**config.mk**
```make
export PLATFORM = sky130hd
export DESIGN_NAME = keypad_scanner_flat
export DESIGN_NICKNAME = d
export VERILOG_FILES = /design/src/rtl/keypad_pkg.sv /design/src/rtl/keypad_scanner_if.sv /design/src/rtl/scan_timer.sv /design/src/rtl/keypad_scanner.sv /design/src/flat_wrapper.sv
export SDC_FILE = /design/constraint.sdc
export NUM_CORES = 1
export LEC_CHECK = 0
export CORE_MARGIN = 1.5
export CORE_UTILIZATION = 40
export CTS_BUF_LIST = sky130_fd_sc_hd__clkbuf_16
export DETAILED_ROUTE_END_ITERATION = 8
export PLACE_DENSITY = 0.58
export SYNTH_ARGS = -nofsm -noshare
export SYNTH_HDL_FRONTEND = slang
export SYNTH_HIERARCHICAL = 1
export SYNTH_SLANG_ARGS = --single-unit
```
**constraint.sdc**
```tcl
create_clock -name clk -period 21.6 [get_ports clk]
set_input_delay 2.16 -clock clk [delete_from_list [all_inputs] [get_ports clk]]
set_output_delay 2.16 -clock clk [all_outputs]
set_load 0.005 [all_outputs]
```
**src/rtl/keypad_pkg.sv**
```systemverilog
// Shared constants, FSM state encoding and the scan classifier for the 4x4 keypad scanner.
package keypad_pkg;

    localparam int KEY_W    = 4;
    localparam int NUM_COLS = 4;
    localparam int NUM_ROWS = 4;
    localparam int NUM_KEYS = NUM_COLS * NUM_ROWS;
    localparam int CNT_W    = 4;

    typedef enum logic [1:0] {
        ST_IDLE     = 2'd0,
        ST_DEBOUNCE = 2'd1,
        ST_PRESSED  = 2'd2,
        ST_RELEASE  = 2'd3
    } kp_state_e;

    typedef enum logic [1:0] {
        CLS_NONE   = 2'd0,
        CLS_SINGLE = 2'd1,
        CLS_MULTI  = 2'd2
    } scan_class_e;

    typedef struct packed {
        scan_class_e      cls;
        logic [KEY_W-1:0] code;
    } scan_eval_t;

    // Classifies a completed snapshot; code is only meaningful for CLS_SINGLE.
    function automatic scan_eval_t classify_scan(input logic [NUM_KEYS-1:0] snap);
        scan_eval_t res;
        logic [4:0] ones;
        res.cls  = CLS_NONE;
        res.code = '0;
        ones     = '0;
        for (int i = 0; i < NUM_KEYS; i++) begin
            if (snap[i]) begin
                ones     = ones + 5'd1;
                res.code = KEY_W'(i);
            end
        end
        if (ones == 5'd1) begin
            res.cls = CLS_SINGLE;
        end else if (ones > 5'd1) begin
            res.cls = CLS_MULTI;
        end
        return res;
    endfunction

endpackage

```
**src/rtl/keypad_scanner_if.sv**
```systemverilog
// Keypad-side and key-event signals of the scanner, bundled for port connection.
interface keypad_scanner_if;
    import keypad_pkg::*;

    // key_valid is a one-cycle strobe with no ready/backpressure: the consumer must
    // sample it every cycle. key_code is stable from that strobe until the next
    // accepted press; key_held is a level covering press-to-release.
    logic [NUM_ROWS-1:0] row;
    logic [NUM_COLS-1:0] col;
    logic [KEY_W-1:0]    key_code;
    logic                key_valid;
    logic                key_held;

    modport master (
        output row,
        input  col,
        input  key_code,
        input  key_valid,
        input  key_held
    );

    modport slave (
        input  row,
        output col,
        output key_code,
        output key_valid,
        output key_held
    );

endinterface

```
**src/rtl/scan_timer.sv**
```systemverilog
// Column slot timer: a tick every SCAN_TICKS cycles and a rotating active-low column drive.
module scan_timer import keypad_pkg::*; #(
    parameter int SCAN_TICKS = 41666
) (
    input  logic                clk,
    input  logic                reset_n,
    output logic                tick_o,
    output logic [1:0]          col_idx_o,
    output logic [NUM_COLS-1:0] col_o
);

    localparam int            TW        = (SCAN_TICKS > 1) ? $clog2(SCAN_TICKS) : 1;
    localparam logic [TW-1:0] TICK_LAST = TW'(SCAN_TICKS - 1);

    logic [TW-1:0] tick_cnt_q, tick_cnt_d;
    logic [1:0]    col_idx_q, col_idx_d;

    assign tick_o    = (tick_cnt_q == TICK_LAST);
    assign col_idx_o = col_idx_q;

    always_comb begin
        tick_cnt_d = tick_cnt_q + TW'(1);
        col_idx_d  = col_idx_q;
        if (tick_o) begin
            tick_cnt_d = '0;
            col_idx_d  = col_idx_q + 2'd1;
        end
    end

    always_ff @(posedge clk) begin
        if (!reset_n) begin
            tick_cnt_q <= '0;
            col_idx_q  <= '0;
        end else begin
            tick_cnt_q <= tick_cnt_d;
            col_idx_q  <= col_idx_d;
        end
    end

    always_comb begin
        col_o            = '1;
        col_o[col_idx_q] = 1'b0;
    end

endmodule

```
**src/rtl/keypad_scanner.sv**
```systemverilog
// 4x4 matrix keypad scanner: row synchronizer, per-scan snapshot and a debounce FSM
// that accepts one key press at a time and reports it as a strobe plus a held level.
module keypad_scanner import keypad_pkg::*; #(
    parameter int SCAN_TICKS     = 41666,
    parameter int DEBOUNCE_SCANS = 4
) (
    input  logic             clk,
    input  logic             reset_n,
    keypad_scanner_if.slave  bus,
    output kp_state_e        dbg_state_o
);

    localparam logic [CNT_W-1:0] DS_LAST = CNT_W'(DEBOUNCE_SCANS);
    localparam logic [CNT_W-1:0] CNT_ONE = CNT_W'(1);

    logic                tick;
    logic [1:0]          col_idx;
    logic [NUM_COLS-1:0] col;

    logic [NUM_ROWS-1:0] sync1_q, sync2_q;
    logic [NUM_KEYS-1:0] snap_q, snap_d;
    logic                scan_done_q;

    kp_state_e           state_q, state_d;
    logic [CNT_W-1:0]    cnt_q, cnt_d;
    logic [KEY_W-1:0]    cand_q, cand_d;
    logic [KEY_W-1:0]    key_code_q, key_code_d;
    logic                key_valid_q, key_valid_d;

    scan_eval_t          scan_res;
    logic [CNT_W-1:0]    cnt_inc;

    scan_timer #(
        .SCAN_TICKS (SCAN_TICKS)
    ) u_scan_timer (
        .clk       (clk),
        .reset_n   (reset_n),
        .tick_o    (tick),
        .col_idx_o (col_idx),
        .col_o     (col)
    );

    // Rows are inverted into the snapshot so a set bit means "key down".
    always_comb begin
        snap_d = snap_q;
        if (tick) begin
            snap_d[{col_idx, 2'b00} +: NUM_ROWS] = ~sync2_q;
        end
    end

    always_ff @(posedge clk) begin
        if (!reset_n) begin
            sync1_q     <= '1;
            sync2_q     <= '1;
            snap_q      <= '0;
            scan_done_q <= 1'b0;
        end else begin
            sync1_q     <= bus.row;
            sync2_q     <= sync1_q;
            snap_q      <= snap_d;
            scan_done_q <= tick && (col_idx == 2'd3);
        end
    end

    assign scan_res = classify_scan(snap_q);
    assign cnt_inc  = cnt_q + CNT_ONE;

    // The FSM only moves in the cycle after the column-3 tick, when snap_q is complete.
    always_comb begin
        state_d     = state_q;
        cnt_d       = cnt_q;
        cand_d      = cand_q;
        key_code_d  = key_code_q;
        key_valid_d = 1'b0;
        if (scan_done_q) begin
            case (state_q)
                ST_IDLE: begin
                    if (scan_res.cls == CLS_SINGLE) begin
                        cand_d = scan_res.code;
                        if (DS_LAST == CNT_ONE) begin
                            state_d     = ST_PRESSED;
                            cnt_d       = '0;
                            key_code_d  = scan_res.code;
                            key_valid_d = 1'b1;
                        end else begin
                            state_d = ST_DEBOUNCE;
                            cnt_d   = CNT_ONE;
                        end
                    end
                end
                ST_DEBOUNCE: begin
                    if ((scan_res.cls == CLS_SINGLE) && (scan_res.code == cand_q)) begin
                        if (cnt_inc == DS_LAST) begin
                            state_d     = ST_PRESSED;
                            cnt_d       = '0;
                            key_code_d  = cand_q;
                            key_valid_d = 1'b1;
                        end else begin
                            cnt_d = cnt_inc;
                        end
                    end else begin
                        state_d = ST_IDLE;
                        cnt_d   = '0;
                    end
                end
                ST_PRESSED: begin
                    if (scan_res.cls == CLS_NONE) begin
                        if (DS_LAST == CNT_ONE) begin
                            state_d = ST_IDLE;
                            cnt_d   = '0;
                        end else begin
                            state_d = ST_RELEASE;
                            cnt_d   = CNT_ONE;
                        end
                    end
                end
                ST_RELEASE: begin
                    if (scan_res.cls == CLS_NONE) begin
                        if (cnt_inc == DS_LAST) begin
                            state_d = ST_IDLE;
                            cnt_d   = '0;
                        end else begin
                            cnt_d = cnt_inc;
                        end
                    end else begin
                        state_d = ST_PRESSED;
                        cnt_d   = '0;
                    end
                end
                default: begin
                    state_d = ST_IDLE;
                    cnt_d   = '0;
                end
            endcase
        end
    end

    always_ff @(posedge clk) begin
        if (!reset_n) begin
            state_q     <= ST_IDLE;
            cnt_q       <= '0;
            cand_q      <= '0;
            key_code_q  <= '0;
            key_valid_q <= 1'b0;
        end else begin
            state_q     <= state_d;
            cnt_q       <= cnt_d;
            cand_q      <= cand_d;
            key_code_q  <= key_code_d;
            key_valid_q <= key_valid_d;
        end
    end

    assign bus.col       = col;
    assign bus.key_code  = key_code_q;
    assign bus.key_valid = key_valid_q;
    assign bus.key_held  = (state_q == ST_PRESSED) || (state_q == ST_RELEASE);
    assign dbg_state_o   = state_q;

endmodule

```
**src/flat_wrapper.sv**
```systemverilog
// flat-port wrapper written by rule: the top's interface ports become plain ports
module keypad_scanner_flat import keypad_pkg::*;
#(
    parameter int SCAN_TICKS     = 41666,
    parameter int DEBOUNCE_SCANS = 4
)
  (clk, reset_n, dbg_state_o, bus_row, bus_col, bus_key_code, bus_key_valid, bus_key_held);
  keypad_scanner_if bus_i ();
  input  logic clk;
  input  logic reset_n;
  output kp_state_e dbg_state_o;
  input wire logic [$bits(bus_i.row)-1:0] bus_row;
  output wire logic [$bits(bus_i.col)-1:0] bus_col;
  output wire logic [$bits(bus_i.key_code)-1:0] bus_key_code;
  output wire logic [$bits(bus_i.key_valid)-1:0] bus_key_valid;
  output wire logic [$bits(bus_i.key_held)-1:0] bus_key_held;
  assign bus_i.row = bus_row;
  assign bus_col = bus_i.col;
  assign bus_key_code = bus_i.key_code;
  assign bus_key_valid = bus_i.key_valid;
  assign bus_key_held = bus_i.key_held;
  keypad_scanner #(.SCAN_TICKS(SCAN_TICKS), .DEBOUNCE_SCANS(DEBOUNCE_SCANS)) u_core (.clk(clk), .reset_n(reset_n), .bus(bus_i), .dbg_state_o(dbg_state_o));
endmodule
```
### Yosys cells after proc, flatten, opt, wreduce, memory -nomap -nowiden

Cells that the tools add are included.

* input port bits: 6
* register bits: 58
* output and inout bits: 12

* bitwise gates (word level): 3
* reductions and logical operators: 12
* equal/unequal tests: 13
* shift operators: 2
* order comparisons: 3
* mux-type cells: 50
* $add $sub $neg: 19

Operators with widths (number)
* two-way mux 5 bit: 15
* adder 5 x 1 -> 5 bit (second input constant): 14
* two-way mux 4 bit: 13
* two-way mux 2 bit: 10
* adder 16 x 1 -> 16 bit (second input constant): 1
* bitwise mux 16 bit: 1
* == test 16 bit (second input constant): 1
* case mux 4 bit (4 select lines): 1
* variable shift 4 x 6 -> 16 bit (first input constant): 1
* indexed part select 4 x 6 -> 16 bit: 1
* two-way mux 3 bit: 4
* inverter 4 bit: 2
* case mux 2 bit (4 select lines): 1
* AND reduction 4 bit: 2
* == test 2 bit (second input constant): 3
* negation 4 -> 6 bit: 1
* AND reduction 3 bit: 2
* == test 5 x 1 -> 1 bit (second input constant): 1
* > comparator 5 x 1 -> 1 bit (second input constant): 1
* AND reduction 5 bit: 1
* adder 4 x 1 -> 4 bit (second input constant): 1
* == test 2 x 1 -> 1 bit (second input constant): 2
* == test 4 x 3 -> 1 bit (second input constant): 1
* == test 4 bit: 1
* 14 further kinds: 21

### Depth between registers and ports, before layout

* depth in word-level cells: 38
* depth in mapped cells: 49

### Modules after synthesis

Netlist, hierarchy kept.

Modules (own cells, without submodules)
* keypad_scanner: instances 1, area each 4251.6 um2, cells each 565, sequential area each 800.8 um2
* scan_timer: instances 1, area each 883.3 um2, cells each 99, sequential area each 360.3 um2

### Worst setup path before layout

OpenSTA, ideal clock, no wires.

* path kind: flip-flop to flip-flop
* start: register u_core.snap_q[0]
* end: register u_core.key_code_q[0], in the netlist u_core/bus.key_code[0]
* required time: 21528 ps
* cell stages (with the launch flop): 49
* slack: 12471 ps
* buffers on the path: 4
* period minus slack after synthesis: 9129 ps
* library setup time: 72 ps
* arrival: 9058 ps
* cell sequence: dfxtp_1 -> inv_1 -> ha_1 -> buf_6 -> xnor2_2 -> inv_1 -> ha_1 -> nand2b_1 -> and3_1 -> o32ai_1 -> or2_2 -> inv_1 -> ha_1 -> nand2_1 -> o31ai_1 -> or2_2 -> clkbuf_1 -> xnor2_1 -> [... 13 more ...] -> inv_1 -> ha_1 -> xnor2_1 -> o2bb2ai_1 -> nor2_1 -> ha_1 -> nand2_1 -> o31ai_1 -> ha_1 -> nand3b_1 -> and4b_1 -> or4b_1 -> o32ai_1 -> or3_1 -> buf_2 -> and3_1 -> buf_4 -> mux2i_1

* cells in the longest elaborated chain, start to end: 37

Ends and longest elaborated chain
* start, declared: RTL line keypad_scanner.sv:21 `logic [NUM_KEYS-1:0] snap_q, snap_d;`
* start signal, assigned: RTL line keypad_scanner.sv:60 `snap_q <= snap_d;`
* two-way mux 1 bit (*): RTL line keypad_pkg.sv:36 `if (snap[i]) begin`
* adder 1 x 1 -> 2 bit: RTL line keypad_pkg.sv:37 `ones = ones + 5'd1;`
* two-way mux 5 bit (*): RTL line keypad_pkg.sv:36
* adder 5 x 1 -> 5 bit: RTL line keypad_pkg.sv:37
* two-way mux 5 bit (*): RTL line keypad_pkg.sv:36
* adder 5 x 1 -> 5 bit: RTL line keypad_pkg.sv:37
* two-way mux 5 bit (*): RTL line keypad_pkg.sv:36
* adder 5 x 1 -> 5 bit: RTL line keypad_pkg.sv:37
* [... 21 more ...]
* adder 5 x 1 -> 5 bit: RTL line keypad_pkg.sv:37
* two-way mux 5 bit (*): RTL line keypad_pkg.sv:36
* > comparator 5 x 1 -> 1 bit: RTL line keypad_pkg.sv:43 `end else if (ones > 5'd1) begin`
* two-way mux 2 bit: RTL line keypad_pkg.sv:43
* two-way mux 2 bit (*): RTL line keypad_pkg.sv:41 `if (ones == 5'd1) begin`
* == test 2 x 1 -> 1 bit (*): RTL line keypad_scanner.sv:92 `if ((scan_res.cls == CLS_SINGLE) && (scan_res.code == cand_q)) begin`
* logical AND 1 bit (*): RTL line keypad_scanner.sv:92
* AND reduction 4 bit (no source line) (*)
* end signal, assigned: RTL line keypad_scanner.sv:149 `key_code_q <= key_code_d;`
* end, declared: RTL line keypad_scanner.sv:27 `logic [KEY_W-1:0] key_code_q, key_code_d;`

Every way passes the cells marked *; elsewhere a longest branch is shown, timed or not.
A chain may end at the register's enable or synchronous reset.

### Worst setup path in the final report

* start: register u_core.snap_q[0]
* end: register u_core.key_code_q[1], in the netlist u_core/bus.key_code[1]

Same word-level chain as after synthesis.

==> reports/metrics.yaml <==
status:
  status: "finished, final reports clean"
synth:
  syn_area_um2: 5130
  synth_nets: 699
  synthAdderAreaFrac_pct: 7.07
  synthCells: 664
  synth_seq_area_share_pct: 22.6
  syn_area_per_cell_um2: 7.73
  synth-simple-area-share_pct: 29.8
  synth_mux_area_share_pct: 2.19
  synth_seq_cells: 58
  synth_xor_area_share_pct: 14.6
  async_flop_share_pct: 0
  synth_compound_area_share_pct: 18.3
  ys.flop_type: "dfxtp_1"
  ys_types: 85
  synth_edf_count: 0
  synth_top_family_by_area: "simple AND/OR/NAND/NOR gates"
  yosysWarnings: 6
clock_network:
  cts_buffers: 9
  cts_max_level: 3
  cts_tree: "yes"
  ctsLongestPathBuffers: 2
  cts-root-buf: "clkbuf_16"
  post-cts-setup-buffers: 0
  worstSkewPairLatency_ns: 0.32
  ctsHoldBuffers: 0
  cts_resized: 0
  clock_sinks: 58
  path_clk_slew_ns: 0.05
floorplan:
  die_x_um: 116
  die-area_um2: 13500
  core_um2: 12600
  pin_count: 18
  num_rows: 41
  start_util_pct: 40.9
  fp.dieH_um: 116
detailed_routing:
  final_antenna_net_count: 0
  drcViolationCount: 0
  wirelength_um: 11200
  detail_route.vias_per_cell: 5.31
  num_vias: 4447
  drtPass1Iterations: 4
  drt_iter0_markers: 204
  wl_per_cell_um: 13.4
setup_path:
  crit_top_cell: "ha_1"
  crit_type: "reg -> reg"
  reg2regPathDepth: 44
  cp_data_arrival_time_ns: 10.52
  slowest_delay_ns: 0.52
  ff2ff_setup_slack_ns: 11.33
  rr_endpoint: "u_core/bus.key_code[1]"
  cp_max_fo: 8
  critPathLaunchType: "flip-flop"
  r2r_start: "u_core/snap_q[0]"
  cp_slowest_cell: "o32ai_1"
  crit_required_ns: 21.85
  crit_path_end_kind: "flip-flop"
power_and_ir_drop:
  p_sw_uw: 53.1
  ir_worst_vdd_mv: 0.0551
  p_seq_share_pct: 41.5
  leakagePower_nw: 2.13
  p_comb_share_pct: 1.6
  power_uw: 264
  power_density_nw_per_um2: 46.1
  p_int_uw: 211
  clockPowerShare_pct: 56.9
  switching_share_pct: 20.1
global_route:
  grt_max_degree: 28
  antenna_found_initial: 0
  grt_pass1_wl_um: 18900
  grt_usage_pct: 17.1
  first_global_vias: 4119
  gr-total-overflow: 0
sta:
  hold_viol: 0
  finalSetupViolCount: 0
  fin_crit_sh_pct: 47.6
  relSlewSlack_pct: 43.1
  min_period_ns: 10.27
  setup_slack_ns: 11.33
  timing.setup.tns_ns: 0
  worst_slew_pin_slew_ns: 0.842
  slew_viol_final: 0
  finalClockSkew_ns: 0.00575
  hold_slack_ns: 0.399
  fmax_mhz: 97.4
  rsz0062_at_grt: "no"
layout:
  fin_cells: 838
  nets: 696
  layout-drive-gt1-share_pct: 7.81
  n_antenna_cell: 0
  syn_to_final_growth_pct: 11.3
min_path:
  holdPathEnd: "u_core/sync2_q[1]"
  hold_depth: 1
  hp-start: "u_core/sync1_q[1]"
  hp-class: "reg -> reg"
place:
  place_ws_ns: 11.44
  port-buffer-count: 17
  dp.cells: 822
  globalplace.congestion: 0.841
  hpwl_um: 8510
flow_run:
  max_cap_violations: 0
==> worst max-delay path, delay by kind of cell, from the launching register on <==
kind / cells / cell delay [ns]
and+or+nand+nor: 14 / 3.10
AOI/OAI and AO/OA: 12 / 2.67
adders and majority gates: 8 / 2.60
xor gates and xnor gates: 4 / 0.75
DFF: 1 / 0.38
muxes: 2 / 0.34
buffers and inverters: 4 / 0.31
==> state kept, by name (all words and copies together) (netlist names) <==
signal and count:
u_core/u_scan_timer/tick_cnt_q 16, u_core/bus.key_valid 1, u_core/cand_q 4, u_core/scan_done_q 1, u_core/u_scan_timer/col_idx_o 2, u_core/snap_q 16, u_core/dbg_state_o 2, u_core/cnt_q 4
u_core/bus.key_code 4, u_core/sync2_q 4, u_core/sync1_q 4
==> layout by cell type (no fill, tap or decap), types with 3 or more instances in the layout <==
master	synthesis	routed
a211oi_1	7	7
xnor2_2	5	5
dfxtp_1	58	58
nand3_1	29	29
nand2_1	62	62
a21oi_1	39	39
or4_1	3	3
o2111ai_1	3	3
or2_2	4	4
o211ai_1	4	4
clkdlybuf4s50_1	0	17
nor2b_1	5	5
o21bai_1	4	4
nor2_1	88	88
xor2_1	15	15
clkbuf_16	0	9
nand4_1	9	9
o32ai_1	3	3
o22a_1	4	4
o311ai_0	4	4
ha_1	29	29
nor3b_1	4	4
o22ai_1	4	4
or4b_1	3	3
xnor2_1	46	46
o31ai_1	9	9
and2_1	7	7
o21a_1	5	5
nand3b_1	6	6
nor4b_1	3	3
a31oi_1	7	7
nand2b_1	18	18
nor4_1	5	5
o21ai_0	13	13
or3_1	8	8
mux2i_1	9	9
inv_1	31	31
nor3_1	13	13
and3_1	6	6
==> final cells by class <==
type / instances / area [um2]
flip-flops and latches: 58 / 1160
inverters: 35 / 134
well taps: 172 / 215
clock inverters: 7 / 93.8
multi-input cells: 538 / 3700
repair buffers: 19 / 185
clock buffers: 9 / 225
fillers: 1276 / 6850
==> per-stage QoR <==
step | utilization [%] | instance area, um2
final | 45.5 | 5720
after global routing | 45.5 | 5720
after CTS | 45.5 | 5720
after detailed placement | 42.9 | 5400
after global placement | 42.9 | 5400
after floorplan | - | 5130
==> Yosys cell counts, types with 4 or more instances <==
master	instances	area (um2)
nor2_1	88	330
o31ai_1	9	67.6
nand3b_1	6	45.0
o22ai_1	4	25.0
or2_2	4	25.0
o22a_1	4	35.0
o21a_1	5	37.5
o21bai_1	4	30.0
nor2b_1	5	31.3
o311ai_0	4	35.0
inv_1	31	116
nor4_1	5	31.3
or3_1	8	50.1
nand4_1	9	56.3
xnor2_1	46	403
nor3_1	13	65.1
xnor2_2	5	81.3
nor3b_1	4	30.0
nand3_1	29	145
and3_1	6	37.5
mux2i_1	9	90.1
nand2b_1	18	113
o21ai_0	13	65.1
o211ai_1	4	30.0
a31oi_1	7	43.8
dfxtp_1	58	1160
nand2_1	62	233
ha_1	29	363
a21oi_1	39	195
xor2_1	15	131
and2_1	7	43.8
a211oi_1	7	52.6
clkbuf_1	27	101
==> power groups by stage <==
stage / sequential (mW) / clock, mW / combinational [mW]
6_report: 0.109 / 0.150 / 0.00426
5_1_grt: 0.109 / 0.157 / 0.00479
4_1_cts: 0.109 / 0.153 / 0.00436
3_5_place_dp: 0.112 / 0 / 0.00433
3_3_place_gp: 0.112 / 0 / 0.00422
2_1_floorplan: 0.111 / 0 / 0.00268
==> worst max-delay path by stage <==
stage,from,depth (start not counted),slack (ns),to
floorplan,u_core/snap_q[0],48,12.47,u_core/bus.key_code[0]
global placement,u_core/snap_q[0],45,11.88,u_core/bus.key_code[2]
detailed placement,u_core/snap_q[1],44,11.44,u_core/bus.key_code[1]
CTS,u_core/snap_q[1],44,11.39,u_core/bus.key_code[1]
global route,u_core/snap_q[1],44,10.36,u_core/bus.key_code[3]
finish,u_core/snap_q[0],44,11.33,u_core/bus.key_code[1]
==> cell families (layout without fill, tap and decap cells) <==
family	Yosys count	after routing
xor+xnor	72	72
flops	58	58
mux	11	11
fa+ha+maj	29	29
simple gates	291	291
buf+inv	68	70
compound gates	135	135
==> metal layers <==
layer / vias to the layer above / track usage (%) / share of wire [%]
li1: 2338 / - / -
met1: 2041 / 23.0 / 51
met2: 60 / 28.0 / 45
met3: 8 / 2.70 / 2.7
met4: 0 / 5.69 / 1.1
met5: - / 0 / 0
Note: power is estimated with default switching activity, not from simulation.
